## config.mk

```make
export PLATFORM = sky130hd
export DESIGN_NAME = key_bounce_gen
export DESIGN_NICKNAME = d
export VERILOG_FILES = /design/src/rtl/key_pkg.sv /design/src/rtl/key_lfsr16.sv /design/src/rtl/key_bounce_gen.sv
export SDC_FILE = /design/constraint.sdc
export NUM_CORES = 1
export LEC_CHECK = 0
export ABC_AREA = 1
export CORE_MARGIN = 2
export CORE_UTILIZATION = 40
export DETAILED_ROUTE_END_ITERATION = 7
export PLACE_DENSITY = 0.55
export SKIP_CTS_REPAIR_TIMING = 1
export SYNTH_ARGS = -nofsm -noshare
export SYNTH_HDL_FRONTEND = slang
export SYNTH_SLANG_ARGS = --single-unit
```

## constraint.sdc

```tcl
create_clock -name clk -period 2.07 [get_ports clk]
set_input_delay 0.414 -clock clk [delete_from_list [all_inputs] [get_ports clk]]
set_output_delay 0.414 -clock clk [all_outputs]
set_load 0.02 [all_outputs]
```

## src/rtl/key_pkg.sv

```systemverilog
// Shared definitions for the key bounce generator: FSM encoding, LFSR constants
// and a saturating counter helper.
package key_pkg;

  typedef enum logic [1:0] {
    IDLE_HI  = 2'd0,
    P_BOUNCE = 2'd1,
    HELD_LO  = 2'd2,
    R_BOUNCE = 2'd3
  } key_fsm_e;

  // Fibonacci taps 16,14,13,11 expressed as 0-based bit positions 15,13,12,10
  localparam logic [15:0] LFSR_TAP_MASK     = 16'hB400;
  localparam logic [15:0] LFSR_SEED_DEFAULT = 16'hACE1;

  function automatic logic [7:0] sat_inc8(input logic [7:0] v);
    return (v == 8'hFF) ? v : v + 8'd1;
  endfunction

endpackage

```

## src/rtl/key_lfsr16.sv

```systemverilog
// 16-bit Fibonacci LFSR that shifts left by one position each cycle adv is high.
module key_lfsr16
  import key_pkg::*;
#(
  parameter logic [15:0] SEED = LFSR_SEED_DEFAULT
) (
  input  logic        clk,
  input  logic        rst_n,
  input  logic        adv,
  output logic [15:0] q
);

  logic [15:0] q_q;

  always_ff @(posedge clk) begin
    if (!rst_n) begin
      q_q <= SEED;
    end else if (adv) begin
      q_q <= {q_q[14:0], ^(q_q & LFSR_TAP_MASK)};
    end
  end

  assign q = q_q;

endmodule

```

## src/rtl/key_bounce_gen.sv

```systemverilog
// Mechanical key emulator: press/release commands produce a bouncing key line that
// settles after BOUNCE_TIME cycles. Define KEY_BOUNCE_LFSR_EN for pseudo-random bounce.
module key_bounce_gen
  import key_pkg::*;
#(
  parameter logic [19:0] BOUNCE_TIME = 20'd200_000,
  parameter logic [15:0] BOUNCE_STEP = 16'd5_000,
  parameter logic [15:0] LFSR_SEED   = LFSR_SEED_DEFAULT
) (
  input  logic       clk,
  input  logic       rst_n,
  input  logic       cmd_valid,
  input  logic       cmd_press,
  output logic       cmd_ready,
  output logic       key_out,
  output logic       key_state,
  output logic       done,
  output logic [7:0] bounce_cnt
);

  localparam logic [19:0] CNT_LAST  = BOUNCE_TIME - 20'd1;
  localparam logic [15:0] STEP_LAST = BOUNCE_STEP - 16'd1;

  if (BOUNCE_TIME < 20'd2) begin : g_bad_time
    $error("key_bounce_gen: BOUNCE_TIME must be >= 2");
  end
  if (BOUNCE_STEP < 16'd1) begin : g_bad_step
    $error("key_bounce_gen: BOUNCE_STEP must be >= 1");
  end
  if (LFSR_SEED == 16'h0000) begin : g_bad_seed
    $error("key_bounce_gen: LFSR_SEED must be nonzero");
  end

  key_fsm_e    state_q;
  logic [19:0] cnt_q;
  logic [15:0] step_q;
  logic        ready_q, key_out_q, key_state_q, done_q;
  logic [7:0]  bcnt_q;

  logic in_bounce, settle, opp, toggle_d;

  // step_q tracks cnt % BOUNCE_STEP without a divider; both restart at zero on accept
  assign in_bounce = (state_q == P_BOUNCE) || (state_q == R_BOUNCE);
  assign settle    = in_bounce && (cnt_q == CNT_LAST);
  assign opp       = in_bounce && (step_q == STEP_LAST) && !settle;

`ifdef KEY_BOUNCE_LFSR_EN
  logic [15:0] lfsr_q;

  key_lfsr16 #(.SEED(LFSR_SEED)) u_lfsr (
    .clk   (clk),
    .rst_n (rst_n),
    .adv   (opp),
    .q     (lfsr_q)
  );

  assign toggle_d = opp && lfsr_q[0];
`else
  assign toggle_d = opp;
`endif

  always_ff @(posedge clk) begin
    if (!rst_n) begin
      state_q     <= IDLE_HI;
      cnt_q       <= '0;
      step_q      <= '0;
      ready_q     <= 1'b1;
      key_out_q   <= 1'b1;
      key_state_q <= 1'b1;
      done_q      <= 1'b0;
      bcnt_q      <= '0;
    end else begin
      done_q <= 1'b0;
      case (state_q)
        IDLE_HI, HELD_LO: begin
          if (cmd_valid) begin
            // Redundant commands complete immediately and leave the line untouched
            if (cmd_press == (state_q == IDLE_HI)) begin
              state_q   <= cmd_press ? P_BOUNCE : R_BOUNCE;
              key_out_q <= !cmd_press;
              cnt_q     <= '0;
              step_q    <= '0;
              bcnt_q    <= '0;
              ready_q   <= 1'b0;
            end else begin
              done_q <= 1'b1;
            end
          end
        end
        P_BOUNCE, R_BOUNCE: begin
          if (settle) begin
            key_out_q   <= (state_q == R_BOUNCE);
            key_state_q <= (state_q == R_BOUNCE);
            state_q     <= (state_q == R_BOUNCE) ? IDLE_HI : HELD_LO;
            done_q      <= 1'b1;
            ready_q     <= 1'b1;
          end else begin
            cnt_q  <= cnt_q + 20'd1;
            step_q <= (step_q == STEP_LAST) ? 16'd0 : step_q + 16'd1;
            if (toggle_d) begin
              key_out_q <= !key_out_q;
              bcnt_q    <= sat_inc8(bcnt_q);
            end
          end
        end
        default: begin
          state_q <= IDLE_HI;
          ready_q <= 1'b1;
        end
      endcase
    end
  end

  assign cmd_ready  = ready_q;
  assign key_out    = key_out_q;
  assign key_state  = key_state_q;
  assign done       = done_q;
  assign bounce_cnt = bcnt_q;

endmodule

```

==> impl_metrics.csv, run 1 <==
group,metric,value,unit
run_status,status,"completed",
clock_tree,htree_levels,2,
setup_path,r2r-end,"bounce_cnt[4]",
synthesis,synth_most_common_cell,"nand2_1",
clock_tree,insertion_delay,0.31,ns
min_path,hold_end,"cmd_ready",
sta,setup-tns-final,0,ns
sta,relSlewSlack,0.7629,
place,numPortBuffers,15,
drt,avgViaCountPerCell,4.980,
synthesis,yosysTopAreaCell,"dfxtp_1",
sta,whs,0.4698,ns
place,dp_slack,0.1096,ns
floorplan,start_util,0.4147,
drt,drc,0,
finish,n_antenna_cell,0,
power_and_ir_drop,netSwitchingFraction,0.2619,
power_and_ir_drop,finalPower,0.001905,W
power_and_ir_drop,peakVddDrop,0.3071,mV
synthesis,synthFlopType,"dfxtp_1",
synthesis,synth_cells,517,
setup_path,critPathKind,"flip-flop to flip-flop",
synthesis,synth_nets,524,
finish,ff_latch_area,1001,sq um
place,place_hpwl,6.032,mm
setup_path,worstRegToRegCells,12,
finish,fin_nets,542,
synthesis,synth_warnings,0,
drt,vias,3177,
synthesis,synth_common_cells,"nand2_1 (149), nor2_1 (88), dfxtp_1 (50), nand3_1 (48), inv_1 (39)",
floorplan,core.rowCount,32,
floorplan,die_h,93.51,um
clock_tree,cts_buffers,5,
sta,rsz0062_at_grt,"no",
setup_path,crit_required,2.28,ns
drt,routed_wl,8.248,mm
synthesis,syn_avg_cell_area,6.198,sq um
setup_path,setup.worst_path.end_class,"flip-flop",
grt,grt_pass1_vias,2977,
floorplan,pin_count,16,
setup_path,crit_buf_inv,2,
floorplan,die-area,8743,sq um
setup_path,crit_arrival,2.04,ns
floorplan,core-area,7727,sq um
drt,drt_first_pass_iters,4,
setup_path,r2r-start,"step_q[1]",
job,max_cap_violations,0,
setup_path,crit_fanout,9,
clock_tree,path_clk_slew,0.10,ns
drt,routedWlPerCell,12.93,um
power_and_ir_drop,intPower,0.001406,W
sta,worstMarginPinSlew,0.3544,ns
min_path,holdPathStages,2,
grt,grt_usage,0.2037,
place,routabilityCongestion,0.9118,
synthesis,netlist_area,3204,sq um
drt,drt_iter0_markers,112,
min_path,hold_path_class,"flip-flop to flip-flop",
power_and_ir_drop,p_clk_frac,0.373,
clock_tree,clock-sinks,50,
grt,antenna_found_initial,0,
setup_path,critPathTopFamily,"simple AND/OR/NAND/NOR gates",
grt,grt_max_degree,27,
drt,antenna_left,0,
setup_path,cp_slowest_cell,"dfxtp_1",
finish,fill_cells,842,
power_and_ir_drop,switchingPower,0.0004988,W
setup_path,path_cells,"ha_1 -> nand2_1 -> inv_1 -> nand2_1 -> nor2_1 -> nand2_1 -> nor2_2 -> nand3_4 -> nand2_4 -> inv_2 -> nor2_1 -> nor2_1",
finish,fin_area,3602,sq um
synthesis,synth_top_area_frac,0.3124,
floorplan,die_width,93.51,um
power_and_ir_drop,p_leak,1.278,nW
clock_tree,cts_tree,"yes",
finish,drive_gt1_frac,0.1026,
sta,period_share,0.8838,
min_path,hold_path_startpoint,"cmd_ready",
synthesis,synth_edf_count,0,
setup_path,critPathLaunchType,"flip-flop",
sta,final.setup.worst_slack,0.2405,ns
clock_tree,clock-root-buffer,"clkbuf_8",
grt,grt_pass1_wl,14.33,mm
finish,area_growth_syn_to_layout,12.42,%
sta,hold_violations,0,
synthesis,ys_seq_elements,50,
setup_path,slowest_delay,0.42,ns
setup_path,rrSetupSlack,0.24,ns
clock_tree,clockBufferDepth,2,
sta,setup_violations,0,
synthesis,seq_area_frac_synth,0.3124,
sta,drv_slew,0,
power_and_ir_drop,p_seq_frac,0.518,
synthesis,synthTopCellsByArea,"dfxtp_1 (31%), nand2_1 (17%), nor2_1 (10%), nand3_1 (7.5%), a21oi_1 (5.3%)",
power_and_ir_drop,p_comb_frac,0.108,
synthesis,synth.distinct_cells,34,
place,place_area,3488,sq um
synthesis,async_reset_ff_frac,0,
sta,max_freq,546.6,MHz
power_and_ir_drop,power.density,528.7,nW/um^2
sta,period_minus_slack,1.830,ns
finish,multi_input_area,1932,sq um
sta,clock_skew,0.01018,ns
grt,grt_overflow_total,0,
-- worst max path at each step --
stage	slack (ns)	from	depth (start not counted)	to
after floorplan	0.43	cnt_q[0]	9	cnt_q[3]
after global placement	0.13	cmd_press	10	cnt_q[17]
after detailed placement	0.11	cmd_press	10	cnt_q[17]
after CTS	0.24	cnt_q[1]	8	cnt_q[14]
after global routing	0.005	step_q[1]	12	bounce_cnt[4]
final	0.24	step_q[1]	12	bounce_cnt[4]
-- per-stage QoR --
| stage | cells | utilization |
|---|---|---|
| 3_3_place_gp | 630 | 0.4514 |
| 3_5_place_dp | 630 | 0.4514 |
| 2_1_floorplan | 517 | - |
| 6_report | 638 | 0.4662 |
| 4_1_cts | 638 | 0.4662 |
| 5_1_grt | 638 | 0.4662 |
-- worst min-delay path, cell delays in order (launching register included) --
cell and delay, ns:
dfxtp_1 0.34, nand2_1 0.05, nand3_1 0.05
-- metal layers --
metal	vias up	track usage	wire length, um
met2	64	0.3207	3564
met5	-	0	0
met3	5	0.02256	360
met1	1420	0.2982	4261
li1	1688	-	-
met4	0	0.04534	61
-- state kept, by name (all words and copies together) (netlist names) --
| register | cells |
|---|---|
| done | 1 |
| cmd_ready | 1 |
| key_state | 1 |
| bounce_cnt | 8 |
| step_q | 16 |
| key_out | 1 |
| state_q | 2 |
| cnt_q | 20 |
-- power by group through the flow --
stage | clock network [W] | logic [W] | registers (W)
final | 0.000711 | 0.000207 | 0.000987
after global routing | 0.000782 | 0.000229 | 0.000989
after CTS | 0.000738 | 0.000209 | 0.000987
after detailed placement | 0 | 0.000208 | 0.00101
after global placement | 0 | 0.000206 | 0.00101
after floorplan | 0 | 0.000123 | 0.00102
-- kinds of logic (layout without fill, tap and decap cells) --
family                   after synthesis  in the layout  synth area share
AO/OA/AOI/OAI                         56             56           0.09801
flip-flops                            50             50            0.3124
buffers and inverters                 62             81           0.08473
adder cells (fa/ha/maj)                3              3           0.01172
AND/OR/NAND/NOR                      335            335            0.4631
XOR/XNOR                              11             11           0.03007
-- layout make-up --
type,count,share of cell area
Inverter,46,0.04863
Tap cell,102,0.03543
Sequential cell,50,0.2779
Clock buffer,5,0.01910
Timing Repair Buffer,27,0.07016
Multi-Input combinational cell,405,0.5363
Clock inverter,3,0.01250
-- layout by cell type (no fill, tap or decap) --
| cell type | instances |
|---|---|
| dfxtp_1 | 50 |
| nand3_4 | 1 |
| and3_1 | 1 |
| nand2_2 | 5 |
| and2_1 | 3 |
| clkinvlp_4 | 2 |
| nor2_2 | 4 |
| buf_4 | 11 |
| buf_12 | 1 |
| xnor2_1 | 3 |
| nor2_1 | 88 |
| or2_2 | 5 |
| nand4_4 | 1 |
| bufinv_16 | 1 |
| ha_1 | 3 |
| o21ai_0 | 10 |
| nor3_1 | 11 |
| a21oi_1 | 34 |
| nand3_1 | 48 |
| inv_1 | 39 |
| inv_4 | 1 |
| a21oi_2 | 6 |
| a31o_2 | 1 |
| o21ai_1 | 2 |
| a211oi_1 | 1 |
| o21bai_1 | 1 |
| xor2_1 | 8 |
| a22oi_1 | 1 |
| nor2_4 | 3 |
| clkbuf_8 | 5 |
| nand2_4 | 2 |
| nand2_1 | 149 |
| nand4_1 | 10 |
| clkdlybuf4s50_1 | 15 |
| nor4_1 | 1 |
| inv_2 | 6 |
| nand3b_1 | 3 |
Power figures use the tool's default switching activity.
==> run 2, diff against run 1 <==
Clock period 2.07 ns to 2.3 ns, I/O delays scaled along.
==> run 2 against run 1 <==
  * First-iteration DRC count grew 41%
  * Sequential cell count is the same
  * Largest cell class unchanged
  * Combinational power shrank 14%
  * Routed wire length shrank 0.25%
  * Sequential power shrank 9.6%
  * Clock power grew 9.6%
  * Non-clock buffer count shrank 4
==> impl_metrics.csv, run 2 (synthesized netlist as in run 1, its figures left out) <==
group,metric,value,unit
sta,worstMarginPinSlew,0.5045,ns
sta,period_share,0.8231,
power_and_ir_drop,power.density,513.3,nW/um^2
sta,rsz0062_at_grt,"no",
grt,grt_pass1_vias,3055,
sta,period_minus_slack,1.893,ns
setup_path,crit_required,2.51,ns
grt,grt_use_met2,0.3363,
grt,grt_max_degree,27,
min_path,hold_path_class,"flip-flop to flip-flop",
place,numPortBuffers,15,
sta,setup-tns-final,0,ns
sta,final.setup.worst_slack,0.4068,ns
sta,max_freq,528.2,MHz
grt,antenna_found_initial,0,
clock_tree,htree_levels,2,
clock_tree,cts_tree,"yes",
drt,drt_iter0_markers,158,
setup_path,setup.worst_path.end_class,"flip-flop",
drt,vias,3208,
setup_path,slowest_delay,0.51,ns
clock_tree,clock-sinks,50,
place,place_hpwl,5.978,mm
finish,largest_reg_flops,20,
sta,clock_skew,0.01030,ns
min_path,holdPathStages,2,
finish,drive_gt1_frac,0.09586,
finish,largest-register,"cnt_q",
setup_path,worstRegToRegCells,12,
finish,final_util,0.4660,
power_and_ir_drop,p_leak,1.278,nW
drt,drt_first_pass_iters,4,
sta,hold_violations,0,
grt,grt_usage,0.2058,
drt,drc,0,
drt,routedWlPerCell,12.98,um
drt,avgViaCountPerCell,5.060,
setup_path,crit_fanout,9,
power_and_ir_drop,finalPower,0.001848,W
sta,relSlewSlack,0.6624,
setup_path,cp_slowest_cell,"dfxtp_1",
sta,drv_slew,0,
setup_path,critPathKind,"flip-flop to flip-flop",
grt,grt_overflow_total,0,
clock_tree,path_clk_slew,0.10,ns
drt,routed_wl,8.227,mm
floorplan,pin_count,16,
clock_tree,clock-root-buffer,"clkbuf_8",
finish,mostFrequentLayoutCell,"nand2_1",
grt,busiest_layer,"met2",
grt,use_met1,0.2908,
clock_tree,insertion_delay,0.31,ns
clock_tree,clockBufferDepth,2,
setup_path,critPathLaunchType,"flip-flop",
floorplan,core.rowCount,32,
finish,area_growth_syn_to_layout,12.38,%
finish,n_antenna_cell,0,
floorplan,die_h,93.51,um
finish,fill_cells,846,
job,max_cap_violations,0,
finish,fin_nets,538,
floorplan,start_util,0.4147,
setup_path,path_cells,"ha_1 -> nand2_1 -> inv_1 -> nand2_1 -> nor2_1 -> nand2_1 -> nor2_2 -> nand3_4 -> nand2_4 -> inv_2 -> nor2_1 -> nor2_1",
place,routabilityCongestion,0.8846,
grt,grt_pass1_wl,14.52,mm
grt,met3_usage,0.02820,
setup_path,crit_arrival,2.11,ns
place,dp_slack,0.3052,ns
floorplan,die-area,8743,sq um
clock_tree,cts_buffers,5,
run_status,status,"completed",
floorplan,core-area,7727,sq um
finish,final_cell_mix,"nand2_1 (149), nor2_1 (88), dfxtp_1 (50)",
sta,whs,0.4667,ns
drt,antenna_left,0,
floorplan,die_width,93.51,um
sta,setup_violations,0,
power_and_ir_drop,peakVddDrop,0.2686,mV
==> run 2: cell type report <==
class	count	area, sq um	share of cell area
clock buffers	6	82.58	0.02293
clock inverters	2	60.06	0.01668
inverters	46	175.2	0.04864
multi-input cells	405	1932	0.5365
flip-flops and latches	50	1001	0.2780
well taps	102	127.6	0.03544
repair buffers	23	222.7	0.06185
==> run 2: report_power, final <==
group / switching, W / internal, W
Sequential: 0.0000136 / 0.000878
Clock: 0.000314 / 0.000464
Combinational: 0.000118 / 0.0000600
Total: 0.000446 / 0.00140
==> run 2: path summary, 6_finish.rpt <==
| kind | start | slack [ns] | end |
|---|---|---|---|
| max | step_q[0] | 0.41 | bounce_cnt[2] |
| min | key_state | 0.47 | key_state |
| max reg2reg | step_q[0] | 0.41 | bounce_cnt[2] |
| min reg2reg | key_state | 0.47 | key_state |
==> run 2: critical path: cells and delay by family, from the launching register on <==
kind / cells / cell delay [ns]
adder cells (fa/ha/maj): 1 / 0.26
buffers and inverters: 2 / 0.14
AND/OR/NAND/NOR: 9 / 0.90
flip-flops: 1 / 0.51
==> run 2: metrics by stage <==
stage / area, sq um / cells
after floorplan: 3204 / 517
after global placement: 3458 / 626
after detailed placement: 3458 / 626
after CTS: 3601 / 634
after global routing: 3601 / 634
final: 3601 / 634
==> run 2: metal layers <==
| layer | part of all wire | routed length, um |
|---|---|---|
| met1 | 0.50 | 4139 |
| met2 | 0.44 | 3645 |
| met3 | 0.048 | 392 |
| met4 | 0.0060 | 49 |
| met5 | 0 | 0 |
==> run 3, diff against run 2 <==
Clock period 2.3 ns to 1.9 ns, I/O delays scaled along.
==> run 3 against run 2 <==
  * Power up 7.7%
  * Non-clock buffer count up 13
  * Critical path type is now flip-flop to output port
  * Sequential cell count unchanged
  * Setup slack worse by 0.27 ns
  * Sequential power up 21%
  * Design area up 1.7%
  * Global-route usage down 0.14 points
  * Via count up 2.3%
  * Register-to-register slack worse by 0.23 ns
  * Clock skew up 0.0019 ns
  * Count of clock-buffer cells in the layout unchanged
  * Clock power down 13%
==> impl_metrics.csv, run 3 (synthesized netlist as in run 1, its figures left out) <==
group,metric,value,unit
grt,grt_usage,0.2044,
floorplan,die_h,93.51,um
finish,fin_nets,551,
setup_path,critPathLaunchType,"flip-flop",
drt,avgViaCountPerCell,5.071,
floorplan,start_util,0.4147,
clock_tree,insertion_delay,0.31,ns
clock_tree,path_clk_slew,0.09,ns
setup_path,crit_start,"bounce_cnt[5]",
finish,final_cell_mix,"nand2_1 (149), nor2_1 (87), dfxtp_1 (50)",
sta,worstMarginPinSlew,0.3343,ns
sta,relSlewSlack,0.7763,
power_and_ir_drop,p_leak,1.318,nW
setup_path,cp_slowest_cell,"clkdlybuf4s50_1",
drt,drc,0,
clock_tree,cts_buffers,5,
finish,area_growth_syn_to_layout,14.25,%
sta,setup_violations,0,
power_and_ir_drop,power.density,543.9,nW/um^2
run_status,status,"completed",
finish,largest_reg_flops,20,
grt,grt_pass1_wl,14.46,mm
drt,drt_iter0_markers,156,
setup_path,r2r-start,"cnt_q[1]",
sta,max_freq,566.8,MHz
grt,grt_max_degree,29,
setup_path,critPathKind,"flip-flop to output port",
finish,drive_gt1_frac,0.1211,
floorplan,core.rowCount,32,
place,numPortBuffers,15,
finish,multi_input_area,1942,sq um
floorplan,die-area,8743,sq um
drt,antenna_left,0,
job,max_cap_violations,0,
floorplan,die_width,93.51,um
min_path,hold_path_startpoint,"cmd_ready",
finish,ff_latch_area,1001,sq um
clock_tree,clock-sinks,50,
finish,fill_cells,842,
sta,drv_slew,0,
drt,routed_wl,8.446,mm
clock_tree,clock-root-buffer,"clkbuf_8",
min_path,hold_path_class,"flip-flop to flip-flop",
setup_path,crit_fanout,6,
setup_path,slowest_delay,0.64,ns
setup_path,crit_buf_inv,1,
setup_path,critPathTopFamily,"buffers and inverters",
floorplan,pin_count,16,
grt,grt_pass1_vias,3060,
floorplan,core-area,7727,sq um
finish,mostFrequentLayoutCell,"nand2_1",
sta,clock_skew,0.01220,ns
clock_tree,clockBufferDepth,2,
clock_tree,cts_tree,"yes",
power_and_ir_drop,peakVddDrop,0.2524,mV
power_and_ir_drop,finalPower,0.001991,W
sta,period_share,0.9286,
setup_path,setup.worst_path.end_class,"output port",
sta,hold_violations,0,
finish,n_antenna_cell,0,
drt,drt_first_pass_iters,4,
place,routabilityCongestion,0.8745,
sta,rsz0062_at_grt,"no",
grt,antenna_found_initial,0,
sta,whs,0.4719,ns
setup_path,path_cells,"clkdlybuf4s50_1",
setup_path,crit_arrival,1.38,ns
sta,setup-tns-final,0,ns
finish,largest-register,"cnt_q",
setup_path,crit_required,1.52,ns
place,place_hpwl,6.352,mm
clock_tree,htree_levels,2,
drt,routedWlPerCell,13.05,um
grt,grt_overflow_total,0,
drt,vias,3281,
sta,period_minus_slack,1.764,ns
[run 3: cell type report]
| class | count | area share |
|---|---|---|
| clock buffer | 6 | 0.02256 |
| multi-input combinational | 405 | 0.5304 |
| clock inverter | 2 | 0.003418 |
| timing repair buffer | 36 | 0.08749 |
| inverter | 46 | 0.04785 |
| sequential | 50 | 0.2734 |
| tap | 102 | 0.03486 |
[run 3: power breakdown]
| part | switching (W) | internal [W] | total (W) |
|---|---|---|---|
| Clock | 0.000384 | 0.000294 | 0.000678 |
| Combinational | 0.000153 | 0.0000842 | 0.000237 |
| Sequential | 0.0000126 | 0.00106 | 0.00108 |
| Total | 0.000550 | 0.00144 | 0.00199 |
[run 3: worst paths after layout]
path,cells past startpoint,slack [ns],end
worst max-delay path,1,0.14,bounce_cnt[5]
worst min-delay path,2,0.47,cmd_ready
worst max register to register,8,0.18,cnt_q[12]
worst min register to register,2,0.47,cmd_ready
[run 3: per-stage QoR]
step	cell area [sq um]	std cells	util	setup WS, ns
2_1_floorplan	3204	517	-	0.2594
3_3_place_gp	3548	638	0.4592	0.09499
3_5_place_dp	3548	638	0.4592	0.03048
4_1_cts	3643	646	0.4715	0.1185
5_1_grt	3661	647	0.4738	0.003972
6_report	3661	647	0.4738	0.1357
[run 3: layer usage]
layer	part of all wire	track usage	up-vias
met4	0.0083	0.04289	0
met5	0	0	-
met3	0.046	0.02740	7
met1	0.52	0.2947	1491
li1	-	-	1707
met2	0.42	0.3255	76
